===== src/rtl/gest_pkg.sv =====
// Shared types for the ring gesture recogniser: bands, ring zones,
// per-hand tracker states and the band-pair to ring-index lookup.
package gest_pkg;

  typedef enum logic [1:0] {
    B_LOW,
    B_MID,
    B_HIGH
  } band_e;

  typedef logic [2:0] ring_idx_t;

  typedef struct packed {
    logic      center;
    ring_idx_t idx;
  } zone_t;

  typedef enum logic [1:0] {
    S_IDLE,
    S_ARMED,
    S_CCW,
    S_CW
  } gst_e;

  localparam logic [3:0] STEPS = 4'd8;

  // Border cells numbered counter-clockwise from top-middle
  function automatic zone_t ring_lookup(input band_e bx, input band_e by);
    zone_t zn;
    zn.center = 1'b0;
    zn.idx    = 3'd0;
    unique case (1'b1)
      (bx == B_MID  && by == B_HIGH): zn.idx = 3'd0;
      (bx == B_LOW  && by == B_HIGH): zn.idx = 3'd1;
      (bx == B_LOW  && by == B_MID):  zn.idx = 3'd2;
      (bx == B_LOW  && by == B_LOW):  zn.idx = 3'd3;
      (bx == B_MID  && by == B_LOW):  zn.idx = 3'd4;
      (bx == B_HIGH && by == B_LOW):  zn.idx = 3'd5;
      (bx == B_HIGH && by == B_MID):  zn.idx = 3'd6;
      (bx == B_HIGH && by == B_HIGH): zn.idx = 3'd7;
      default:                        zn.center = 1'b1;
    endcase
    return zn;
  endfunction

endpackage


===== src/rtl/gest_ring_tracker.sv =====
// Per-hand ring walker: follows consecutive border steps, flags a full
// circle and its direction, and abandons a circle that stalls too long.
module gest_ring_tracker
  import gest_pkg::*;
#(
  parameter int unsigned TIMEOUT_CYC = 50_000_000
) (
  input  logic  clock,
  input  logic  reset_n,
  input  logic  i_valid,
  input  zone_t i_zone,
  output logic  o_done,
  output logic  o_dir
);

  localparam int unsigned TW = $clog2(TIMEOUT_CYC + 1);
  localparam logic [TW-1:0] TMO = TW'(TIMEOUT_CYC);

  gst_e          r_st, w_st, w_nst;
  logic [3:0]    r_cnt, w_cnt, w_ncnt;
  ring_idx_t     r_prev, w_nprev, w_pp1, w_pm1;
  logic [TW-1:0] r_tmr;
  logic          w_fwd, w_bwd, w_same;

  assign w_pp1  = r_prev + 3'd1;
  assign w_pm1  = r_prev - 3'd1;
  assign w_fwd  = (i_zone.idx == w_pp1);
  assign w_bwd  = (i_zone.idx == w_pm1);
  assign w_same = (i_zone.idx == r_prev);

  always_comb begin
    w_st    = r_st;
    w_cnt   = r_cnt;
    o_done  = 1'b0;
    o_dir   = 1'b0;
    // A stalled circle falls back to ARMED before this sample is applied
    if ((r_st == S_CCW || r_st == S_CW) && r_tmr == TMO) begin
      w_st  = S_ARMED;
      w_cnt = 4'd0;
    end
    w_nst   = w_st;
    w_ncnt  = w_cnt;
    w_nprev = r_prev;
    if (i_valid) begin
      if (i_zone.center) begin
        w_nst  = S_IDLE;
        w_ncnt = 4'd0;
      end else begin
        unique case (w_st)
          S_IDLE: begin
            w_nst   = S_ARMED;
            w_ncnt  = 4'd0;
            w_nprev = i_zone.idx;
          end
          S_ARMED: begin
            if (w_fwd) begin
              w_nst   = S_CCW;
              w_ncnt  = 4'd1;
              w_nprev = i_zone.idx;
            end else if (w_bwd) begin
              w_nst   = S_CW;
              w_ncnt  = 4'd1;
              w_nprev = i_zone.idx;
            end else if (!w_same) begin
              w_ncnt  = 4'd0;
              w_nprev = i_zone.idx;
            end
          end
          S_CCW, S_CW: begin
            if ((w_st == S_CCW) ? w_fwd : w_bwd) begin
              w_ncnt  = w_cnt + 4'd1;
              w_nprev = i_zone.idx;
            end else if (!w_same) begin
              w_nst   = S_ARMED;
              w_ncnt  = 4'd0;
              w_nprev = i_zone.idx;
            end
          end
        endcase
        if (w_ncnt == STEPS) begin
          o_done = 1'b1;
          o_dir  = (w_st == S_CCW);
          w_nst  = S_ARMED;
          w_ncnt = 4'd0;
        end
      end
    end
  end

  always_ff @(posedge clock or negedge reset_n) begin
    if (!reset_n) begin
      r_st   <= S_IDLE;
      r_cnt  <= 4'd0;
      r_prev <= 3'd0;
      r_tmr  <= '0;
    end else begin
      r_st   <= w_nst;
      r_cnt  <= w_ncnt;
      r_prev <= w_nprev;
      if (i_valid && (i_zone.center || !w_same)) begin
        r_tmr <= '0;
      end else if (r_tmr != TMO) begin
        r_tmr <= r_tmr + 1'b1;
      end
    end
  end

endmodule


===== src/rtl/gest_rec_ring.sv =====
// Multi-hand ring gesture recogniser: zone classification, circle
// arbitration, arm state and saturated hover/roll/pitch commands.
module gest_rec_ring
  import gest_pkg::*;
#(
  parameter int unsigned         COORD_W     = 16,
  parameter int unsigned         NUM_HANDS   = 2,
  parameter int unsigned         CMD_W       = 8,
  parameter logic [COORD_W-1:0] ZONE_LO     = 'h5555,
  parameter logic [COORD_W-1:0] ZONE_HI     = 'hAAAA,
  parameter int unsigned         TIMEOUT_CYC = 50_000_000,
  parameter int unsigned         CMD_SHIFT   = 8,
  parameter int unsigned         DEADBAND    = 2
) (
  input  logic                           clock,
  input  logic                           reset_n,
  input  logic                           sample_valid,
  input  logic [NUM_HANDS*COORD_W-1:0]   x,
  input  logic [NUM_HANDS*COORD_W-1:0]   y,
  input  logic [NUM_HANDS*COORD_W-1:0]   z,
  output logic [CMD_W-1:0]               hover,
  output logic [CMD_W-1:0]               roll,
  output logic [CMD_W-1:0]               pitch,
  output logic                           on,
  output logic                           cmd_valid,
  output logic                           gest_pulse,
  output logic                           gest_dir
);

  localparam int unsigned DW = COORD_W + 1;
  localparam int unsigned NB = NUM_HANDS - 1;
  typedef logic signed [DW-1:0] diff_t;
  localparam diff_t SMAX = diff_t'(2 ** (CMD_W - 1) - 1);
  localparam diff_t SMIN = -SMAX - diff_t'(1);
  localparam diff_t DB   = diff_t'(DEADBAND);

  function automatic band_e band_of(input logic [COORD_W-1:0] c);
    if (c < ZONE_LO) return B_LOW;
    if (c > ZONE_HI) return B_HIGH;
    return B_MID;
  endfunction

  function automatic logic [CMD_W-1:0] sat_db(input diff_t d);
    diff_t s;
    s = d >>> CMD_SHIFT;
    if (s > SMAX) s = SMAX;
    else if (s < SMIN) s = SMIN;
    if (s < DB && s > -DB) s = '0;
    return s[CMD_W-1:0];
  endfunction

  zone_t [NUM_HANDS-1:0] w_zone, r_zone;
  diff_t                 w_dy, w_dz, r_dy, r_dz;
  logic [CMD_W-1:0]      r_hz;
  logic                  r_s1v;
  logic [NUM_HANDS-1:0]  w_done, w_dirh;
  logic                  w_win, w_dir, w_on;
  logic                  r_on, r_cv, r_gp, r_gd;
  logic [CMD_W-1:0]      r_hover, r_roll, r_pitch;

  always_comb begin
    for (int h = 0; h < NUM_HANDS; h++) begin
      w_zone[h] = ring_lookup(band_of(x[h*COORD_W +: COORD_W]),
                              band_of(y[h*COORD_W +: COORD_W]));
    end
  end

  assign w_dy = diff_t'({1'b0, y[0 +: COORD_W]})
              - diff_t'({1'b0, y[NB*COORD_W +: COORD_W]});
  assign w_dz = diff_t'({1'b0, z[0 +: COORD_W]})
              - diff_t'({1'b0, z[NB*COORD_W +: COORD_W]});

  always_ff @(posedge clock or negedge reset_n) begin
    if (!reset_n) begin
      r_s1v  <= 1'b0;
      r_zone <= '0;
      r_dy   <= '0;
      r_dz   <= '0;
      r_hz   <= '0;
    end else begin
      r_s1v <= sample_valid;
      if (sample_valid) begin
        r_zone <= w_zone;
        r_dy   <= w_dy;
        r_dz   <= w_dz;
        r_hz   <= z[COORD_W-1 -: CMD_W];
      end
    end
  end

  for (genvar h = 0; h < NUM_HANDS; h++) begin : g_trk
    gest_ring_tracker #(
      .TIMEOUT_CYC(TIMEOUT_CYC)
    ) u_trk (
      .clock  (clock),
      .reset_n(reset_n),
      .i_valid(r_s1v),
      .i_zone (r_zone[h]),
      .o_done (w_done[h]),
      .o_dir  (w_dirh[h])
    );
  end

  // Descending scan so the lowest completing hand is applied last
  always_comb begin
    w_win = 1'b0;
    w_dir = 1'b0;
    for (int h = NUM_HANDS - 1; h >= 0; h--) begin
      if (w_done[h]) begin
        w_win = 1'b1;
        w_dir = w_dirh[h];
      end
    end
  end

  assign w_on = w_win ? w_dir : r_on;

  always_ff @(posedge clock or negedge reset_n) begin
    if (!reset_n) begin
      r_on    <= 1'b0;
      r_cv    <= 1'b0;
      r_gp    <= 1'b0;
      r_gd    <= 1'b0;
      r_hover <= '0;
      r_roll  <= '0;
      r_pitch <= '0;
    end else begin
      r_cv <= r_s1v;
      r_gp <= w_win;
      r_gd <= w_win & w_dir;
      if (r_s1v) begin
        r_on    <= w_on;
        r_hover <= w_on ? r_hz : '0;
        r_roll  <= w_on ? sat_db(r_dy) : '0;
        r_pitch <= w_on ? sat_db(r_dz) : '0;
      end
    end
  end

  assign on         = r_on;
  assign cmd_valid  = r_cv;
  assign gest_pulse = r_gp;
  assign gest_dir   = r_gd;
  assign hover      = r_hover;
  assign roll       = r_roll;
  assign pitch      = r_pitch;

endmodule


===== config.mk =====
export PLATFORM = sky130hd
export DESIGN_NAME = gest_rec_ring
export DESIGN_NICKNAME = d
export VERILOG_FILES = /design/src/rtl/gest_pkg.sv /design/src/rtl/gest_ring_tracker.sv /design/src/rtl/gest_rec_ring.sv
export SDC_FILE = /design/constraint.sdc
export NUM_CORES = 1
export LEC_CHECK = 0
export BUFFER_PORTS_ARGS = -buffer_cell sky130_fd_sc_hd__buf_4
export CAP_MARGIN = 20
export CORE_MARGIN = 1
export CORE_UTILIZATION = 25
export CTS_CLUSTER_DIAMETER = 150
export DETAILED_ROUTE_END_ITERATION = 10
export PLACE_DENSITY_LB_ADDON = 0.15
export SKIP_LAST_GASP = 1
export SYNTH_ARGS = -nofsm -noshare
export SYNTH_HDL_FRONTEND = slang
export SYNTH_HIERARCHICAL = 1
export SYNTH_SLANG_ARGS = --single-unit

===== constraint.sdc =====
create_clock -name clock -period 3.85 [get_ports clock]
set_input_delay 0.1925 -clock clock [delete_from_list [all_inputs] [get_ports clock]]
set_output_delay 0.1925 -clock clock [all_outputs]
set_load 0.05 [all_outputs]

==> results of run 1 <==
==> kinds of logic (layout without fill, tap and decap cells) <==
family | Yosys count | after routing | synth area share (%)
AO/OA/AOI/OAI | 209 | 209 | 19.1
XOR/XNOR | 76 | 76 | 8.09
adder cells (fa/ha/maj) | 52 | 52 | 7.10
buffers and inverters | 91 | 249 | 3.92
flip-flops | 133 | 133 | 38.1
multiplexers | 28 | 28 | 3.54
AND/OR/NAND/NOR | 314 | 314 | 20.1
==> stage by stage <==
| step | util, % | hold slack [ns] | total power [W] | instances |
|---|---|---|---|---|
| after floorplan | - | -0.103 | 0.00252 | 903 |
| final | 32.1 | 0.110 | 0.00449 | 1516 |
| after global placement | 29.7 | 0.364 | 0.00290 | 1468 |
| after detailed placement | 29.8 | 0.359 | 0.00290 | 1469 |
| after global routing | 32.1 | 0.113 | 0.00479 | 1516 |
| after CTS | 31.7 | 0.0811 | 0.00455 | 1510 |
==> registers in the layout (all words and copies together), names as in the netlist <==
name,flops
pitch,8
g_trk.u_trk/r_prev,6
gest_dir,1
on,1
r_zone,8
cmd_valid,1
g_trk.u_trk/r_st,4
roll,8
r_dz,9
gest_pulse,1
r_hz,8
g_trk.u_trk/r_cnt,8
r_s1v,1
hover,8
r_dy,9
g_trk.u_trk/r_tmr,52
==> power by group through the flow <==
| stage | logic, W | registers (W) | clock network (W) |
|---|---|---|---|
| floorplan | 0.000860 | 0.00166 | 0 |
| global placement | 0.00115 | 0.00175 | 0 |
| detailed placement | 0.00116 | 0.00174 | 0 |
| CTS | 0.00117 | 0.00172 | 0.00166 |
| global route | 0.00133 | 0.00175 | 0.00171 |
| finish | 0.00119 | 0.00172 | 0.00159 |
==> worst max-delay path by stage <==
stage / to / slack [ns] / cells after the start
finish: pitch[5] / 0.18 / 16
global route: roll[2] / -0.02 / 16
CTS: roll[4] / 0.08 / 16
detailed placement: pitch[7] / 0.11 / 16
global placement: pitch[7] / 0.18 / 16
floorplan: roll[0] / 0.04 / 16
==> repair_timing <==
item,in CTS,in global routing
setup buffers,0,3
hold endpoints to repair,101,0
resized for setup,0,12
endpoints found under the setup margin,0,25
hold buffers,9,0
==> per-layer routing <==
| layer | wire [um] | GRT usage [%] | vias up |
|---|---|---|---|
| met3 | 775 | 2.39 | 15 |
| met2 | 10600 | 20.7 | 143 |
| met1 | 11400 | 18.3 | 3494 |
| met4 | 231 | 3.38 | 0 |
| li1 | - | - | 3632 |
| met5 | 0 | 0 | - |
==> worst reg2reg max path, stage by stage, from the launching register on <==
cell	delay (ns)
dfrtp_1	0.40
or4_4	0.53
or4_4	0.56
nor2_4	0.11
nand2_2	0.06
and2_4	0.17
ha_2	0.27
o32a_2	0.19
o21ai_4	0.09
nand4_4	0.15
nor4_4	0.15
nand2_1	0.09
o21ai_2	0.14
a21oi_2	0.07
nor2_4	0.24
clkbuf_16	0.23
a32o_1	0.15
==> layout make-up <==
class | instances | area share, %
repair buffers | 151 | 11.1
well taps | 455 | 5.14
multi-input cells | 679 | 46.3
inverters | 66 | 2.24
clock buffers | 18 | 3.97
clock inverters | 14 | 1.18
flip-flops and latches | 133 | 30.1
==> placed cells by master, fill, tap and decap left out, types with 11 or more instances in the layout <==
cell and count:
inv_1 62, o21a_1 11, nand4_1 28, maj3_1 12
ha_1 39, nand2_1 60, a21oi_1 38, dfrtp_1 133
xnor2_1 26, mux2_2 23, clkbuf_16 19, nor2_1 84
a21o_1 12, xor2_1 47, nand3_1 33, o21ai_0 27
a32o_1 17, buf_4 136
==> impl_metrics.tcl, run 1 <==
set metrics [dict create \
    gp_congestion 0.828 \
    cts_sinks 133 \
    ys.flop_type "dfrtp_1" \
    grt_pass1_vias 7352 \
    fmaxAchievable_ghz 0.272 \
    p_int_w 0.00293 \
    startpoint "g_trk[1].u_trk/r_tmr[8]" \
    hold_path_class "primary input to flop" \
    whs_endpoint "r_zone[3]" \
    synthDistinctLibCells 100 \
    first_pass_iters 4 \
    syn-instance-count 903 \
    synth_top_cell_area_share_pct 38.1 \
    pwr-share-clk_pct 35.4 \
    overflow 0 \
    ys_ff_latch 133 \
    setup.worst_path.end_class "flop" \
    fin_area_um2 11100 \
    timing.rr.end "pitch[5]" \
    postSynthAreaPerCell_um2 9.68 \
    core_um2 34500 \
    max_cap_viol_count 0 \
    cts_tree "done" \
    layout_setup_ws_ns 0.176 \
    grt_util_all_layers_pct 13.1 \
    die_w_um 189 \
    clock_path_buffers 2 \
    tightest_slew_ns 0.943 \
    antenna_left 0 \
    path_cells "or4_4 -> or4_4 -> nor2_4 -> nand2_2 -> and2_4 -> ha_2 -> o32a_2 -> o21ai_4 -> nand4_4 -> nor4_4 -> nand2_1 -> o21ai_2 -> a21oi_2 -> nor2_4 -> clkbuf_16 -> a32o_1" \
    leakage_nw 4.87 \
    routedWlPerCell_um 15.2 \
    finalCritPeriodShare_pct 95.4 \
    place_area_um2 10300 \
    yosysWarnings 6 \
    drv_slew 0 \
    status "finished, final reports clean" \
    io_buffers 126 \
    vdd_ir_drop_max_mv 0.284 \
    num_vias 7284 \
    rr_startpoint "g_trk[1].u_trk/r_tmr[8]" \
    seq_area_frac_synth_pct 38.1 \
    power_switching_w 0.00156 \
    holdCritStartpoint "x[15]" \
    critPathRequiredTime_ns 4.21 \
    powerDensity_nw_per_um2 406 \
    path_max_fanout 6 \
    cts_root_buffer "clkbuf_16" \
    grt_pass1_wl_um 38200 \
    hpwlAfterDp_um 16800 \
    critPathTopFamily "simple AND/OR/NAND/NOR gates" \
    die_h_um 189 \
    pre_cts_ws_ns 0.109 \
    worstPathBufferInverterCount 1 \
    yosysTopAreaCell "dfrtp_1" \
    clkTransAtPathRegs_ns 0.07 \
    clk-insertion-delay-late_ns 0.42 \
    synthTopCellsByCount "133 x dfrtp_1, 86 x nor2_1, 62 x inv_1" \
    worstSetupStartpointType "flop" \
    fillers 3583 \
    grt_max_degree 96 \
    swShare_pct 34.7 \
    multiInputGateArea_um2 5120 \
    syn-cell-area_um2 8740 \
    slew_headroom_pct 37.1 \
    reg2reg_depth 16 \
    yosysMostFrequentCell "dfrtp_1" \
    power_frac_comb_pct 26.4 \
    ios 127 \
    synth_edf_count 0 \
    cp_slowest_cell "or4_4" \
    seqCellArea_um2 3330 \
    fin_nets 1187 \
    drtIter0Drc 401 \
    cts_made_buffers 17 \
    drive_above_1_share_pct 23.2 \
    finalHoldViolCount 0 \
    via_per_inst 4.80 \
    async_reset_ff_share_pct 100 \
    hold_path_depth 3 \
    htreeDepth 4 \
    die_area_um2 35700 \
    rows 68 \
    critical-path-max-stage-delay_ns 0.56 \
    synth_nets 1042 \
    path_class "flop to flop" \
    drc 0 \
    cp.arrival_ns 4.03 \
    synthTopCellsByArea "dfrtp_1 38%, ha_1 5.7%, xor2_1 4.7%" \
    fin_skew_ns 0.0145 \
    setup_viol 0 \
    wirelength_um 23000 \
    area_growth_pct 26.7 \
    antenna_found_initial 0 \
    power_frac_seq_pct 38.2 \
    n_antenna_cell 0 \
    tns_ns 0 \
    start_util_pct 25.4 \
    rrSetupSlack_ns 0.18 \
    period_minus_slack_ns 3.67 \
]
Note: power is estimated with default switching activity, not from simulation.
==> inputs of run 2 (changes only) <==
--- a/config.mk
+++ b/config.mk
@@ -5,6 +5,7 @@
 export SDC_FILE = /design/constraint.sdc
 export NUM_CORES = 1
 export LEC_CHECK = 0
+export ABC_AREA = 1
 export BUFFER_PORTS_ARGS = -buffer_cell sky130_fd_sc_hd__buf_4
 export CAP_MARGIN = 20
 export CORE_MARGIN = 1
==> constraint.sdc (replaced) <==
create_clock -name clock -period 4.7 [get_ports clock]
set_input_delay 0.94 -clock clock [delete_from_list [all_inputs] [get_ports clock]]
set_output_delay 0.94 -clock clock [all_outputs]
set_load 0.05 [all_outputs]
==> impl_metrics.tcl, run 2 <==
set metrics [dict create \
    critical-path-max-stage-delay_ns 0.43 \
    setup.worst_path.end_class "flop" \
    routedWlPerCell_um 12.5 \
    cts_sinks 133 \
    ys.flop_type "dfrtp_1" \
    powerDensity_nw_per_um2 296 \
    rsz0062_at_grt "false" \
    synthDistinctLibCells 50 \
    wirelength_um 26500 \
    period_minus_slack_ns 3.22 \
    fin_skew_ns 0.0157 \
    slew_headroom_pct 46.5 \
    core_um2 38800 \
    yosysMostFrequentCell "nand2_1" \
    layout_common_cells "405 x nand2_1, 201 x inv_1, 133 x dfrtp_1" \
    top_regs "g_trk.u_trk/r_tmr (52), r_dy (9), r_dz (9)" \
    critPathTopFamily "simple AND/OR/NAND/NOR gates" \
    drtIter0Drc 485 \
    multiInputGateArea_um2 5660 \
    syn-cell-area_um2 9910 \
    ctsResizeCount 0 \
    gp_congestion 0.842 \
    syn-instance-count 1454 \
    finalCritPeriodShare_pct 68.4 \
    synth_top_cell_area_share_pct 33.6 \
    seq_area_frac_synth_pct 33.6 \
    yosysTopAreaCell "dfrtp_1" \
    synth_edf_count 0 \
    synth_nets 1593 \
    io_buffers 126 \
    clk-insertion-delay-late_ns 0.43 \
    die_area_um2 40400 \
    hpwlAfterDp_um 20900 \
    max_cap_viol_count 0 \
    critPathRequiredTime_ns 5.04 \
    startpoint "g_trk[0].u_trk/r_tmr[0]" \
    grt_pass1_vias 9207 \
    cp_slowest_cell "dfrtp_1" \
    ios 127 \
    cts_setup_buffers 0 \
    start_util_pct 25.5 \
    n_antenna_cell 0 \
    path_class "flop to flop" \
    synthTopCellsByArea "dfrtp_1 34%, nand2_1 15%, inv_1 7.6%" \
    largest_reg_flops 52 \
    setup_viol 0 \
    fin_nets 1728 \
    via_per_inst 4.46 \
    status "finished, final reports clean" \
    overflow 0 \
    final_common_cell "nand2_1" \
    tightest_slew_ns 0.798 \
    htreeDepth 4 \
    leakage_nw 6.07 \
    largest-register "g_trk.u_trk/r_tmr" \
    final_util_pct 31.1 \
    vdd_ir_drop_max_mv 0.272 \
    clkTransAtPathRegs_ns 0.07 \
    cp.arrival_ns 3.56 \
    cts_made_buffers 17 \
    cts_root_buffer "clkbuf_16" \
    grt_util_all_layers_pct 13.5 \
    synthTopCellsByCount "405 x nand2_1, 201 x inv_1, 133 x dfrtp_1" \
    num_vias 9445 \
    grt_max_degree 108 \
    grt_pass1_wl_um 45000 \
    hold_buffers 0 \
    die_h_um 201 \
    antenna_found_initial 0 \
    yosysWarnings 6 \
    ys_ff_latch 133 \
    worstPathBufferInverterCount 6 \
    area_growth_pct 21.7 \
    seqCellArea_um2 3330 \
    antenna_left 0 \
    first_pass_iters 4 \
    clock_path_buffers 2 \
    postSynthAreaPerCell_um2 6.81 \
    finalHoldViolCount 0 \
    cp_common_cell "nand2_1" \
    fmaxAchievable_ghz 0.311 \
    rr_startpoint "g_trk[0].u_trk/r_tmr[0]" \
    async_reset_ff_share_pct 100 \
    tns_ns 0 \
    drive_above_1_share_pct 17.6 \
    worstSetupStartpointType "flop" \
    path_max_fanout 10 \
    rows 72 \
    drv_slew 0 \
    drc 0 \
    cts_tree "done" \
    hold_path_class "primary input to asynchronous set/reset pin" \
    die_w_um 201 \
    fillers 4245 \
]
## run 2: kinds of logic after synthesis
logic type	count (synthesis)	synth area share [%]
and+or+nand+nor	801	37.9
DFF	133	33.6
AOI/OAI and AO/OA	234	13.4
xor gates and xnor gates	8	0.707
adders and majority gates	40	5.05
buffers and inverters	238	9.32
## run 2: power breakdown
group          internal (W)  switching, W
combinational      0.000347      0.000598
clock              0.000708      0.000598
sequential          0.00123     0.0000917
total               0.00228       0.00129
## run 2: metal layers
layer  track usage (%)  vias to the layer above  share of wire [%]
li1                  -                     5001                  -
met1              18.9                     4296                 52
met2              21.6                      130                 45
met3              2.11                       18                2.8
met4              3.24                        0               0.85
met5                 0                        -                  0
## run 2: worst reg2reg max path, delay by kind of cell (launching register included)
kind,cells,cell delay (ns)
simple gates,14,1.44
buf+inv,6,0.52
flops,1,0.43
fa+ha+maj,2,0.37
compound gates,3,0.36
## run 2: area by class of cell
class                           count  share of cell area, %
Multi-Input combinational cell   1083                   46.9
Sequential cell                   133                   27.6
Timing Repair Buffer              128                   8.16
Inverter                          226                   7.15
Tap cell                          518                   5.37
Clock buffer                       17                   3.53
Clock inverter                     15                   1.29
## run 2: worst paths after layout
| kind | to | slack (ns) | cells past startpoint |
|---|---|---|---|
| worst max-delay path | hover[5] | 1.48 | 25 |
| worst min-delay path | g_trk[0].u_trk/r_tmr[10] | 0.36 | 1 |
| worst min register to register | roll[7] | 0.49 | 2 |
| min in group clock | roll[7] | 0.49 | 2 |
| worst max register to register | hover[5] | 1.48 | 25 |
| max in group asynchronous | g_trk[1].u_trk/r_tmr[21] | 3.22 | 3 |
## run 2: stage by stage
step                setup slack [ns]  hold slack, ns  power, W  instances  instance area [um2]
floorplan                       1.87           0.449   0.00199       1454                 9910
global placement                1.55           0.474   0.00229       2087                11500
detailed placement              1.48           0.475   0.00229       2087                11500
CTS                             1.47           0.494   0.00362       2119                12000
global route                   0.994           0.353   0.00382       2120                12100
finish                          1.48           0.358   0.00357       2120                12100
